## src/rtl/key_scan_pkg.sv

```systemverilog
// Shared types and constants for the 4x4 keypad scanner.
// Frame results carry a kind plus the key code, which is zero unless the kind is RES_SINGLE.
package key_scan_pkg;

    typedef enum logic [1:0] {
        RES_NONE   = 2'd0,
        RES_SINGLE = 2'd1,
        RES_MULTI  = 2'd2
    } res_kind_e;

    typedef enum logic {
        ST_IDLE    = 1'b0,
        ST_PRESSED = 1'b1
    } state_e;

    typedef struct packed {
        res_kind_e  kind;
        logic [3:0] code;
    } frame_res_t;

    localparam int unsigned NUM_COLS  = 4;
    localparam int unsigned NUM_ROWS  = 4;
    localparam logic [3:0]  COL_RESET = 4'b1110;

    localparam frame_res_t RES_CLEAR = '{kind: RES_NONE, code: 4'h0};

    // Number of rows pulled low in one column sample.
    function automatic logic [2:0] count_low(input logic [3:0] rows_n);
        logic [2:0] n;
        n = '0;
        for (int i = 0; i < NUM_ROWS; i++) begin
            n = n + {2'b00, ~rows_n[i]};
        end
        return n;
    endfunction

endpackage

```

## src/rtl/key_scan_tick.sv

```systemverilog
// Enable generator: one-cycle tick every SIZE clocks, first tick SIZE clocks after reset.
module key_scan_tick #(
    parameter int unsigned SIZE = 60000
) (
    input  logic clk,
    input  logic rst,
    output logic tick
);
    localparam int unsigned W = (SIZE > 1) ? $clog2(SIZE) : 1;

    if (SIZE < 2) begin : g_bad_size
        $error("key_scan_tick: SIZE must be at least 2");
    end

    logic [W-1:0] cnt;

    assign tick = (cnt == W'(SIZE - 1));

    always_ff @(posedge clk) begin
        if (rst || tick) begin
            cnt <= '0;
        end else begin
            cnt <= cnt + W'(1);
        end
    end

endmodule

```

## src/rtl/key_scan.sv

```systemverilog
// 4x4 hex keypad scanner: column drive, row synchronisation, frame accumulation,
// frame-level debounce and a press/release FSM producing a registered key code and strobe.
module key_scan
    import key_scan_pkg::*;
#(
    parameter int unsigned SCAN_DIV        = 60000,
    parameter int unsigned DEBOUNCE_FRAMES = 4
) (
    input  logic       clk,
    input  logic       rst,
    input  logic [3:0] row_n,
    output logic [3:0] col_n,
    output logic [3:0] key_code,
    output logic       key_valid,
    output logic       key_held
);
    if (DEBOUNCE_FRAMES < 2 || DEBOUNCE_FRAMES > 15) begin : g_bad_debounce
        $error("key_scan: DEBOUNCE_FRAMES must be in 2..15");
    end

    logic [3:0] row_meta;
    logic [3:0] row_sync;
    logic       tick;
    logic [1:0] col_idx;
    frame_res_t acc;
    frame_res_t acc_next;
    frame_res_t cand;
    logic [3:0] stable_cnt;
    logic [3:0] stable_next;
    logic [1:0] row_sel;
    logic [2:0] n_low;
    logic       frame_end;
    logic       same;
    logic       accept;
    state_e     state;

    key_scan_tick #(
        .SIZE(SCAN_DIV)
    ) u_tick (
        .clk (clk),
        .rst (rst),
        .tick(tick)
    );

    always_ff @(posedge clk) begin
        if (rst) begin
            row_meta <= 4'b1111;
            row_sync <= 4'b1111;
        end else begin
            row_meta <= row_n;
            row_sync <= row_meta;
        end
    end

    always_comb begin
        n_low   = count_low(row_sync);
        row_sel = '0;
        for (int r = 0; r < NUM_ROWS; r++) begin
            if (!row_sync[r]) begin
                row_sel = 2'(r);
            end
        end

        // Any second intersection in the frame, in this column or an earlier one, makes it MULTI.
        acc_next = acc;
        if (n_low > 3'd1 || (n_low == 3'd1 && acc.kind != RES_NONE)) begin
            acc_next = '{kind: RES_MULTI, code: 4'h0};
        end else if (n_low == 3'd1) begin
            acc_next = '{kind: RES_SINGLE, code: {row_sel, col_idx}};
        end

        frame_end = tick && (col_idx == 2'(NUM_COLS - 1));
        same      = (acc_next == cand);

        if (!same) begin
            stable_next = 4'd1;
        end else if (stable_cnt == 4'(DEBOUNCE_FRAMES)) begin
            stable_next = stable_cnt;
        end else begin
            stable_next = stable_cnt + 4'd1;
        end

        // Counter only climbs to the limit from limit-1 with a matching result.
        accept = frame_end && same && (stable_cnt == 4'(DEBOUNCE_FRAMES - 1));
    end

    always_ff @(posedge clk) begin
        if (rst) begin
            col_n      <= COL_RESET;
            col_idx    <= '0;
            acc        <= RES_CLEAR;
            cand       <= RES_CLEAR;
            stable_cnt <= '0;
        end else if (tick) begin
            col_n   <= {col_n[2:0], col_n[3]};
            col_idx <= col_idx + 2'd1;
            if (frame_end) begin
                acc        <= RES_CLEAR;
                cand       <= acc_next;
                stable_cnt <= stable_next;
            end else begin
                acc <= acc_next;
            end
        end
    end

    always_ff @(posedge clk) begin
        if (rst) begin
            state     <= ST_IDLE;
            key_code  <= 4'h0;
            key_valid <= 1'b0;
            key_held  <= 1'b0;
        end else begin
            key_valid <= 1'b0;
            if (accept) begin
                unique case (state)
                    ST_IDLE: begin
                        if (acc_next.kind == RES_SINGLE) begin
                            state     <= ST_PRESSED;
                            key_code  <= acc_next.code;
                            key_valid <= 1'b1;
                            key_held  <= 1'b1;
                        end
                    end
                    ST_PRESSED: begin
                        // Other keys or chords are ignored until a stable release.
                        if (acc_next.kind == RES_NONE) begin
                            state    <= ST_IDLE;
                            key_held <= 1'b0;
                        end
                    end
                    default: state <= ST_IDLE;
                endcase
            end
        end
    end

endmodule

```

## config.mk

```make
export PLATFORM = sky130hd
export DESIGN_NAME = key_scan
export DESIGN_NICKNAME = d
export VERILOG_FILES = /design/src/rtl/key_scan_pkg.sv /design/src/rtl/key_scan_tick.sv /design/src/rtl/key_scan.sv
export SDC_FILE = /design/constraint.sdc
export NUM_CORES = 1
export LEC_CHECK = 0
export ABC_CLOCK_PERIOD_IN_PS = 4360
export CAP_MARGIN = 20
export CORE_UTILIZATION = 58
export DETAILED_ROUTE_END_ITERATION = 10
export GPL_ROUTABILITY_DRIVEN = 0
export PLACE_DENSITY = 0.87
export REMOVE_ABC_BUFFERS = 1
export SLEW_MARGIN = 30
export SYNTH_ARGS = -nofsm -noshare
export SYNTH_HDL_FRONTEND = slang
export SYNTH_SLANG_ARGS = --single-unit
```

## constraint.sdc

```tcl
create_clock -name clk -period 4.36 [get_ports clk]
set_input_delay 0.436 -clock clk [delete_from_list [all_inputs] [get_ports clk]]
set_output_delay 0.436 -clock clk [all_outputs]
set_load 0.01 [all_outputs]
```

==> impl_metrics.json <==
{
  "status": "complete, no violations",
  "netlist_area_sq_mm": 0.002500,
  "area_delta_synth_final_pct": 11.21,
  "hold_viol_final": 0,
  "end_kind": "register",
  "power.switching_uw": 225.8,
  "synthTopCellsByArea": "dfxtp_1 42%, nor2_1 6.3%, xor2_1 4.2%, ha_1 4.0%, mux2i_1 4.0%",
  "clockBufferDepth": 2,
  "p_seq_frac": 0.560,
  "p_comb_frac": 0.108,
  "antenna_found_initial": 0,
  "synth_edf_count": 0,
  "drive_gt1_frac": 0.09699,
  "grt_pass1_vias": 1912,
  "cp-start-kind": "register",
  "synthCells": 286,
  "crit_slowest_cell": "or4_1",
  "placed_area_sq_mm": 0.002681,
  "grt_first_pass_wirelength_um": 8231,
  "cts.sinks": 53,
  "rr_startpoint": "row_sync[3]$_SDFF_PP1_",
  "worstMarginPinSlew_ps": 575.4,
  "hp-class": "register to register",
  "grt_max_degree": 25,
  "slowest_delay_ps": 540,
  "dr_wl_met3_um": 217,
  "wirelength_met1_um": 2133,
  "min-delay-start": "row_meta[1]$_SDFF_PP1_",
  "avgRoutedWirePerCell_um": 13.92,
  "rsz0062_at_grt": "no",
  "synth-seq-cells": 53,
  "slew_headroom": 0.6152,
  "ys_types": 50,
  "async_reset_ff_frac": 0,
  "antenna_cells": 0,
  "cts.hold.buffers_added": 0,
  "boundaryPins": 16,
  "worst_ep_arrival_time_ps": 4060,
  "crit_fanout": 14,
  "highest_layer": "met4",
  "synth.largest_area_cell": "dfxtp_1",
  "nFillCells": 326,
  "fmax_ghz": 0.2622,
  "ant_nets": 0,
  "ctsResizeCount": 0,
  "core_area_sq_mm": 0.004058,
  "drc": 0,
  "drt_iter0_markers": 150,
  "vias_per_cell": 5.785,
  "pwr-share-clk": 0.332,
  "worstSkewPairLatency_ps": 310,
  "floorplan.initialDensity": 0.6161,
  "dp_hpwl_um": 3288,
  "nets": 313,
  "synth_warnings": 0,
  "tritoncts": "yes",
  "rows": 23,
  "dieArea_sq_mm": 0.004577,
  "power_leakage_nw": 1.026,
  "skew_ps": 9.384,
  "power_density_mw_per_mm2": 316.7,
  "synth_flop_cell": "dfxtp_1",
  "post_cts_buffers": 0,
  "required_ps": 4600,
  "root_buffer": "clkbuf_8",
  "layout_common_cells": "53 x dfxtp_1, 42 x nor2_1, 21 x nand2_1",
  "drv_cap": 0,
  "place.port_buffers": 15,
  "yosys.area.top_type_share": 0.4244,
  "wl_met2_um": 2419,
  "seq_area_frac_synth": 0.4244,
  "finalSetupViolCount": 0,
  "clk_pin_slew_ps": 100,
  "vias": 2019,
  "overflow": 0,
  "period_share": 0.8749,
  "slew_violations": 0,
  "total_power_uw": 880.4,
  "drt-total-wl_um": 4859,
  "swShare": 0.2565,
  "die_h_um": 67.65,
  "crit_chain": "fa_1 -> inv_1 -> ha_1 -> inv_1 -> ha_1 -> nor3b_4 -> mux2i_1 -> xor2_1 -> nand3b_4 -> a211o_1 -> or4_1 -> a21oi_1",
  "utilization": 0.6852,
  "final.setup.tns_ps": 0,
  "h-tree-depth": 2,
  "ir_worst_vdd_v": 0.0002068,
  "r2r_slack_ps": 550,
  "critPathKind": "register to register",
  "grt.total_usage": 0.2386,
  "first_pass_iters": 4,
  "power.internal_uw": 654.6,
  "cts_buffers": 5,
  "crit_path_start": "row_sync[3]$_SDFF_PP1_",
  "final_common_cell": "dfxtp_1",
  "fin_crit_ps": 3815,
  "design_area_sq_mm": 0.002780,
  "avgSynthCellArea_sq_um": 8.741,
  "die_x_um": 67.65
}
worst paths after layout:
path,endpoint,cells after the start
worst max-delay path,key_held$_SDFFE_PP0P_,12
worst min-delay path,row_sync[1]$_SDFF_PP1_,1
worst max register to register,key_held$_SDFFE_PP0P_,12
worst min register to register,row_sync[1]$_SDFF_PP1_,1
state kept, by name (all words and copies together), names as in the netlist, named ones only:
| register | flops |
|---|---|
| cand | 6 |
| key_held | 1 |
| key_valid | 1 |
| stable_cnt | 4 |
| acc | 6 |
| col_idx | 2 |
| row_sync | 4 |
| u_tick.cnt | 16 |
| row_meta | 4 |
| key_code | 4 |
| col_n | 4 |
cell usage after synthesis (2+ instances only):
library cell and n:
inv_1 10, or2_2 11, xor2_1 12, o31ai_1 2
a211o_1 5, nor4_1 2, xnor2_1 5, nand2_1 21
nor2_1 42, nand3_1 16, clkbuf_1 8, mux2i_1 10
nand4b_1 2, nor3_1 6, o21ai_0 7, nand4_1 2
nor2b_1 3, or3_1 4, a21oi_1 18, ha_1 8
a211oi_1 5, dfxtp_1 53, and3_1 4, o211ai_1 2
buf_2 3
power groups by stage:
stage / Sequential, mW / Clock, mW / Combinational (mW)
detailed placement: 0.505 / 0 / 0.0930
finish: 0.493 / 0.292 / 0.0951
floorplan: 0.504 / 0 / 0.0687
global route: 0.494 / 0.316 / 0.104
CTS: 0.493 / 0.300 / 0.0935
global placement: 0.504 / 0 / 0.0911
worst max-delay path, delay by kind of cell (launching register included):
| kind | cells | cell delay (ps) |
|---|---|---|
| flip-flops | 1 | 390 |
| XOR/XNOR | 1 | 270 |
| adder cells (fa/ha/maj) | 3 | 900 |
| buffers and inverters | 2 | 130 |
| multiplexers | 1 | 450 |
| AND/OR/NAND/NOR | 3 | 1020 |
| AO/OA/AOI/OAI | 2 | 580 |
layout make-up:
class	instances	area (sq um)	share of cell area
clock buffers	6	82.58	0.02970
flip-flops and latches	53	1061	0.3816
repair buffers	17	165.2	0.05941
well taps	50	62.56	0.02250
multi-input cells	211	1355	0.4874
clock inverters	2	16.27	0.005851
inverters	10	37.54	0.01350
per-stage QoR:
| step | std cells | setup slack [ps] | hold slack (ps) |
|---|---|---|---|
| after floorplan | 274 | 235.6 | 389.5 |
| after detailed placement | 341 | 601.8 | 395.8 |
| after global routing | 349 | 278.9 | 430.0 |
| after CTS | 349 | 535.4 | 419.4 |
| final | 349 | 545.5 | 419.4 |
| after global placement | 341 | 698.3 | 391.0 |
kinds of logic after synthesis:
| group | after synthesis | synth area share |
|---|---|---|
| AO/OA/AOI/OAI | 51 | 0.1361 |
| XOR/XNOR | 17 | 0.05956 |
| flip-flops | 53 | 0.4244 |
| multiplexers | 10 | 0.04004 |
| AND/OR/NAND/NOR | 124 | 0.2558 |
| adder cells (fa/ha/maj) | 9 | 0.04805 |
| buffers and inverters | 22 | 0.03604 |
routing by layer:
| layer | vias up | global-route usage |
|---|---|---|
| met1 | 950 | 0.2788 |
| met3 | 11 | 0.05236 |
| met4 | 0 | 0.09840 |
| li1 | 1010 | - |
| met5 | - | 0 |
| met2 | 48 | 0.4158 |
No activity file was read; power rests on OpenSTA's default activity.
